**src/rtl/rr_output_allocator.sv**
```systemverilog
// rr_output_allocator: packet-level round-robin owner lock for one output.
// Optional stall watchdog enabled by defining ALLOC_TIMEOUT_EN.
module rr_output_allocator #(
    parameter int              LEN_W     = 12,
    parameter int              ID_W      = 3,
    parameter logic [ID_W-1:0] HEADER_ID = ID_W'(1),
    parameter int              TIMEOUT   = 255
) (
    input  logic               clk,
    input  logic               rst,
    input  logic [4:0]         req,
    input  logic [5*ID_W-1:0]  flit_id,
    input  logic [5*LEN_W-1:0] length,
    input  logic               dcts,
    output logic [4:0]         grant,
    output logic [4:0]         sel,
    output logic               busy,
    output logic               timeout_err
);

    typedef enum logic {
        IDLE,
        HOLD
    } state_t;

    state_t           state_q, state_d;
    logic [2:0]       ptr_q, ptr_d;
    logic [2:0]       owner_q, owner_d;
    logic [LEN_W-1:0] rem_q, rem_d;

    logic [4:0]       elig;
    logic             win_found;
    logic [2:0]       win_idx;
    logic [3:0]       sum;
    logic [2:0]       cand;
    logic [LEN_W-1:0] win_len;
    logic [4:0]       owner_oh;
    logic             go;
    logic             tmo_hit;

    genvar gi;
    generate
        for (gi = 0; gi < 5; gi++) begin : g_elig
            assign elig[gi] = req[gi] &&
                (flit_id[gi*ID_W +: ID_W] == HEADER_ID);
        end
    endgenerate

    // search eligible headers starting just after the last owner
    always_comb begin
        win_found = 1'b0;
        win_idx   = 3'd0;
        sum       = 4'd0;
        cand      = 3'd0;
        for (int k = 1; k <= 5; k++) begin
            sum  = {1'b0, ptr_q} + 4'(k);
            cand = (sum >= 4'd5) ? 3'(sum - 4'd5) : sum[2:0];
            if (!win_found && elig[cand]) begin
                win_found = 1'b1;
                win_idx   = cand;
            end
        end
    end

    assign win_len  = length[int'(win_idx)*LEN_W +: LEN_W];
    assign owner_oh = 5'(1) << owner_q;
    assign go       = req[owner_q] && dcts;

`ifdef ALLOC_TIMEOUT_EN
    localparam int STALL_W = 16;
    logic [STALL_W-1:0] stall_q;

    // stall counter: cleared on grant or outside HOLD
    always_ff @(posedge clk) begin
        if (rst || state_q == IDLE || grant != 5'd0)
            stall_q <= '0;
        else
            stall_q <= stall_q + 1'b1;
    end

    assign tmo_hit = (state_q == HOLD) &&
        (stall_q == STALL_W'(TIMEOUT));
`else
    assign tmo_hit = 1'b0;
`endif

    // next-state, counter and output decode
    always_comb begin
        state_d     = state_q;
        ptr_d       = ptr_q;
        owner_d     = owner_q;
        rem_d       = rem_q;
        grant       = 5'd0;
        sel         = 5'd0;
        busy        = 1'b0;
        timeout_err = 1'b0;
        unique case (state_q)
            IDLE: begin
                if (win_found) begin
                    state_d = HOLD;
                    owner_d = win_idx;
                    rem_d   = (win_len == '0) ? LEN_W'(1) : win_len;
                end
            end
            HOLD: begin
                sel  = owner_oh;
                busy = 1'b1;
                if (tmo_hit) begin
                    timeout_err = 1'b1;
                    state_d     = IDLE;
                    ptr_d       = owner_q;
                end else if (go) begin
                    grant = owner_oh;
                    rem_d = rem_q - 1'b1;
                    if (rem_q == LEN_W'(1)) begin
                        state_d = IDLE;
                        ptr_d   = owner_q;
                    end
                end
            end
            default: state_d = IDLE;
        endcase
    end

    // state registers with synchronous reset
    always_ff @(posedge clk) begin
        if (rst) begin
            state_q <= IDLE;
            ptr_q   <= 3'd4;
            owner_q <= 3'd0;
            rem_q   <= '0;
        end else begin
            state_q <= state_d;
            ptr_q   <= ptr_d;
            owner_q <= owner_d;
            rem_q   <= rem_d;
        end
    end

endmodule

```
**config.mk**
```make
export PLATFORM = sky130hd
export DESIGN_NAME = rr_output_allocator
export DESIGN_NICKNAME = d
export VERILOG_FILES = /design/src/rtl/rr_output_allocator.sv
export SDC_FILE = /design/constraint.sdc
export NUM_CORES = 1
export LEC_CHECK = 0
export CAP_MARGIN = 20
export CORE_UTILIZATION = 51
export DETAILED_ROUTE_END_ITERATION = 10
export MAX_ROUTING_LAYER = met4
export PLACE_DENSITY_LB_ADDON = 0.1
export SYNTH_ARGS = -nofsm -noshare
export SYNTH_HDL_FRONTEND = slang
export SYNTH_SLANG_ARGS = --single-unit
```
**constraint.sdc**
```tcl
create_clock -name clk -period 8.4 [get_ports clk]
set_input_delay 1.68 -clock clk [delete_from_list [all_inputs] [get_ports clk]]
set_output_delay 1.68 -clock clk [all_outputs]
set_load 0.01 [all_outputs]
```
* Word-level counts from Yosys, hierarchy flattened *
Cells that the tools add are included.

cells by class
  add/sub/neg operators = 11
  multiply operators = 1
  magnitude comparators = 11
  equal/unequal tests = 8
  shifts and indexed selects = 2
  mux-type cells = 39
  bitwise operators = 1
  reductions and logical operators = 18

operators with widths
  operator                 count
  $shiftx A60 B8 Y12       1
  $mux W12                 3
  $mux W3                  10
  $lt A3 B4 Y1 const B     6
  $pmux W12 S2             1
  $ge A4 B3 Y1 const B     5
  $bmux W1 S3              6
  $eq A3 B1 Y1 const B     5
  $mux W1                  15
  $mux W5                  3
  $sub A3 B3 Y3 const B    5
  $eq A12 B1 Y1 const B    1
  $logic_not A12 Y1        1
  $sub A12 B1 Y12 const B  1
  $logic_and A1 B1 Y1      10
  $add A3 B2 Y4 const B    2
  $add A3 B3 Y4 const B    2
  $mul A3 B2 Y5 const B    1
  $shl A1 B3 Y5 const A    1
  $add A3 B1 Y4 const B    1
  $logic_not A1 Y1         4
  $reduce_and A2 Y1        2
  $reduce_and A3 Y1        1
  $ne A2 B1 Y1 const B     1
  other kinds (3)          3

storage, ports and cells
  register bits = 19
  input port bits = 83

* Longest topological paths before layout *
  depth after elaboration = 24
  gate-level depth with buffers = 18

* Worst setup path before layout *
OpenSTA, ideal clock, no wires.

  path type = input-to-reg
  start = in flit_id[2]
  end = reg rem_q[0]
  data arrival time = 4.429 ns
  data required time = 8.316 ns
  setup slack = 3.887 ns
  stages on the path = 11
  cells stage by stage = and4bb_2 nor3b_1 a221o_1 a21boi_2 nand4_4 or4_4 o31ai_4 buf_6 o221ai_2 or4_1 o31ai_2

between the ends
  cells in the longest elaborated chain, start to end = 23
  elaborated cells between the ends (all ways) = 38

ends and longest elaborated chain
  what                           line  source
  start: declaration             12    input logic [5*ID_W-1:0] flit_id,
  $eq A3 B1 Y1 (*)               45    (flit_id[gi*ID_W +: ID_W] == HEADER_ID);
  $logic_and A1 B1 Y1 (*)        44    assign elig[gi] = req[gi] &&
  $bmux W1 S3                    58    if (!win_found && elig[cand]) begin
  $mux W1 (not written as such)  58
  $mux W1                        58
  $logic_not A1 Y1               58
  $logic_and A1 B1 Y1            58
  $mux W1                        58
  [7 not listed]                 -
  $logic_and A1 B1 Y1            58
  $mux W3                        58
  $mul A3 B2 Y5                  65    assign win_len = length[int'(win_idx)*LEN_W +: LEN_W];
  $shiftx A60 B8 Y12             65
  $logic_not A12 Y1              102   rem_d = (win_len == '0) ? LEN_W'(1) : win_len;
  $mux W12                       102
  $mux W12                       99    if (win_found) begin
  $pmux W12 S2                   97    unique case (state_q)
  end signal: assignment         136   rem_q <= rem_d;
  end: declaration               29    logic [LEN_W-1:0] rem_q, rem_d;

Mark *: on every way between the ends. The rest lies on a longest branch, timed or not. The select of a mux whose other input is x is not followed.
A chain may end at the register's enable or synchronous reset.

* Worst setup path in the final report *
  start = in req[2]
  end = reg rem_q[0]

between the ends
  cells in the longest elaborated chain, start to end = 22
  elaborated cells between the ends (all ways) = 41

ends and longest elaborated chain
  what                           line  source
  start: declaration             11    input logic [4:0] req,
  $logic_and A1 B1 Y1            44
  $bmux W1 S3                    58
  $mux W1 (not written as such)  58
  $mux W1                        58
  $logic_not A1 Y1               58
  $logic_and A1 B1 Y1            58
  $mux W1                        58
  $logic_not A1 Y1               58
  [6 not listed]                 -
  $logic_and A1 B1 Y1            58
  $mux W3                        58
  $mul A3 B2 Y5                  65
  $shiftx A60 B8 Y12             65
  $logic_not A12 Y1              102
  $mux W12                       102
  $mux W12                       99
  $pmux W12 S2                   97

Parallel ways exist; a longest one is shown, timed or not. The select of a mux whose other input is x is not followed.

==> summary.md <==
| Metric | Value |
|---|---|
| Leak pwr | 0.00149 µW |
| WP data arrival | 5.82 ns |
| Antenna Nets Post-Route | 0 |
| Relative slew slack | 36.4% |
| Crit end category | flop |
| Remaining DRCs | 0 |
| Status | complete, no violations |
| Synth area leader | dfxtp_1 |
| Max cap viols | 0 |
| Commonest non-fill, non-tap cell in the layout | clkdlybuf4s50_1 |
| R2r endpoint | rem_q[0]$_SDFFE_PP0P_ |
| Critical setup path kind | primary input to flop |
| # nets final | ~560 |
| Vias per cell | 6.28 |
| Register area share after synthesis | 13.1% |
| Mapped Cells | between 300 and 400 |
| Reg clk slew, reported paths | 0.07 ns |
| Min-delay src | rem_q[9]$_SDFFE_PP0P_ |
| Crit path launch type | primary input |
| Reg2reg path depth | 16 |
| Avg Cell Area, Syn | 7.58 µm² |
| WL final | 9.40 mm |
| Die area | 6010 µm² |
| R2r setup slk | 2.93 ns |
| Ranking of synthesized cells by area | dfxtp_1, mux2i_1, o21ai_0 |
| Core Region | between 5000 and 6000 µm² |
| Yosys reg bits | 19 |
| Initial antenna violation count | 0 |
| Critical path fanouts, max | 15 |
| Post-synth top area share | 13.1% |
| Via count | 3334 |
| Post-CTS sizing | 0 |
| RSZ-0062 raised after global routing | false |
| Num CTS Buffers | 3 |
| Hold-critical path depth | 2 |
| Clock root buffer | clkbuf_8 |
| Post-synth ARST share | 0% |
| Post-synth EDFFs | 0 |
| CP max stage cell | or4_1 |
| Layout Utilization | between 70% and 80% |
| Worst Tran Pin Value | about 0.95 ns |
| Worst Hold Path EP | rem_q[9]$_SDFFE_PP0P_ |
| Max Fclk | 0.177 GHz |
| Die Wd | 77.5 µm |
| Die Height | 77.5 µm |
| Avg WL per Cell | around 18 µm |
| CTS Hold Bufs | 0 |
| CP required | 8.58 ns |
| Layout Skew | 0.00521 ns |
| Drt pass-1 iters | 6 |
| Max Root-Sink Buffers | 2 |
| 1st-iter DRT viols | 275 |
| Antenna fix cells | 0 |
| Final Hold Viols | 0 |
| Worst-path cell chain | clkdlybuf4s50_1 > nor4bb_1 > o21ai_0 > o2bb2ai_1 > a22oi_1 > or2_2 > a21o_1 > o22a_1 > nor2_4 > mux2i_1 > o221ai_2 > or4_1 > o31ai_2 |
| Cell Area, Synth | 2910 µm² |
| Setup TNS | 0 ns |
| VDD IR-drop max | 96.7 µV |
| Post-CTS Setup Inserts | 0 |
| Fill cell count | 467 |
| Global-route wire length before repair | 15.3 mm |
| CTS tree | built |
| Cells after DPL | around 530 |
| Largest net degree at the start of global routing | 29 |
| Starting density of the core | 52.8% |
| Vias in the first global route | 3063 |
| Later-pin clock latency in the skew report | 0.26 ns |
| Hold Crit Class | flop to flop |
| Rows | 27 |
| Layout cells sized above 1 | under 10% |
| Ys Warns | 0 |
| Most frequent cells in the layout | clkdlybuf4s50_1, o21ai_0, nor2_1, nand2_1, a21oi_1 |
| GRT Util Overall | 32.3% |
| Grt ovf | 0 |
| Setup violations, final | 0 |
| H-tree levels | 1 |
| Io pins | 95 |
| Critical R2R Launch | ptr_q[0]$_SDFFE_PP0P_ |
| Buffers on Ports | 93 |
| P per Cell Area | between 90 and 100 nW/µm² |
| Ys flop type | dfxtp_1 |
| Syn nets | 479 |
| P&R area growth vs syn | 32.6% |
| Post-DP HPWL | about 7.1 mm |
| Fin Hold WS | ~0.48 ns |
| CP max stage delay | 0.56 ns |
| Part of the cycle the worst path needs | approximately two thirds |
| Final Non-Filler Cells | 531 |
| Slew Limit Fails | 0 |
| CTS Sinks | 19 |
| GPL Wtd Cong | 0.906 |
| Count of cell types in the netlist | 84 |
| Period minus WS final | 5.64 ns |
[metal layers]
layer / vias to the layer above / part of all wire (%) / track usage (%) / wire length [µm]
li1: 1613 / - / - / -
met1: 1526 / 46 / 46.5 / 4360
met2: 188 / 43 / 47.5 / 4030
met3: 7 / 10 / 5.18 / 944
met4: 0 / 0.72 / 5.66 / 68
met5: - / 0 / - / 0
[cell families after synthesis]
kind of cell | after synthesis | synth area share, %
XOR/XNOR | 6 | 2.06
adder cells (fa/ha/maj) | 12 | 5.42
buffers and inverters | 35 | 5.76
other | 1 | 0.129
AND/OR/NAND/NOR | 149 | 30.9
multiplexers | 24 | 8.82
flip-flops | 19 | 13.1
AO/OA/AOI/OAI | 138 | 33.8
[where the power goes]
part,switching (µW),internal (µW),leakage [µW]
combinational,99.1,92.4,0.00131
sequential,16.7,102,0.000156
clock,32.2,33.8,0.0000228
[cell usage after synthesis (11+ instances only)]
library cell  count
inv_1            11
nor3_1           17
dfxtp_1          19
nand3_1          14
nor2_1           29
a21oi_1          22
nand2_1          24
a21o_1           11
mux2i_1          20
o21ai_0          33
ha_1             11
clkbuf_1         13
[worst max-delay path, delay by kind of cell]
| family | cells | cell delay (ns) |
|---|---|---|
| buffers and inverters | 1 | 0.52 |
| AO/OA/AOI/OAI | 7 | 1.42 |
| AND/OR/NAND/NOR | 4 | 1.89 |
| multiplexers | 1 | 0.30 |
[sequential cells by signal (all words and copies together) (netlist names)]
signal   count
rem_q       12
owner_q      3
ptr_q        3
state_q      1
[per-stage QoR]
step	instance area [µm²]	worst slack [ns]	power (µW)
floorplan	2910	3.89	234
global placement	3810	2.71	304
detailed placement	3810	2.59	306
CTS	3860	2.85	373
global route	3860	2.46	401
finish	3860	2.76	377
[layout make-up]
cell class | count | area, µm² | area share [%]
clock buffer | 4 | 45.0 | 1.17
tap | 72 | 90.1 | 2.33
sequential | 19 | 380 | 9.86
timing repair buffer | 93 | 931 | 24.1
multi-input combinational | 330 | 2360 | 61.2
inverter | 13 | 51.3 | 1.33
[worst max-delay path by stage]
| stage | start | endpoint | depth (start not counted) |
|---|---|---|---|
| 6_report | req[2] | rem_q[0]$_SDFFE_PP0P_ | 13 |
| 5_1_grt | req[2] | rem_q[0]$_SDFFE_PP0P_ | 13 |
| 4_1_cts | req[2] | rem_q[0]$_SDFFE_PP0P_ | 13 |
| 3_5_place_dp | req[2] | rem_q[0]$_SDFFE_PP0P_ | 13 |
| 3_3_place_gp | req[2] | rem_q[0]$_SDFFE_PP0P_ | 13 |
| 2_1_floorplan | flit_id[2] | rem_q[0]$_SDFFE_PP0P_ | 11 |
(Power assumes the default switching activity.)
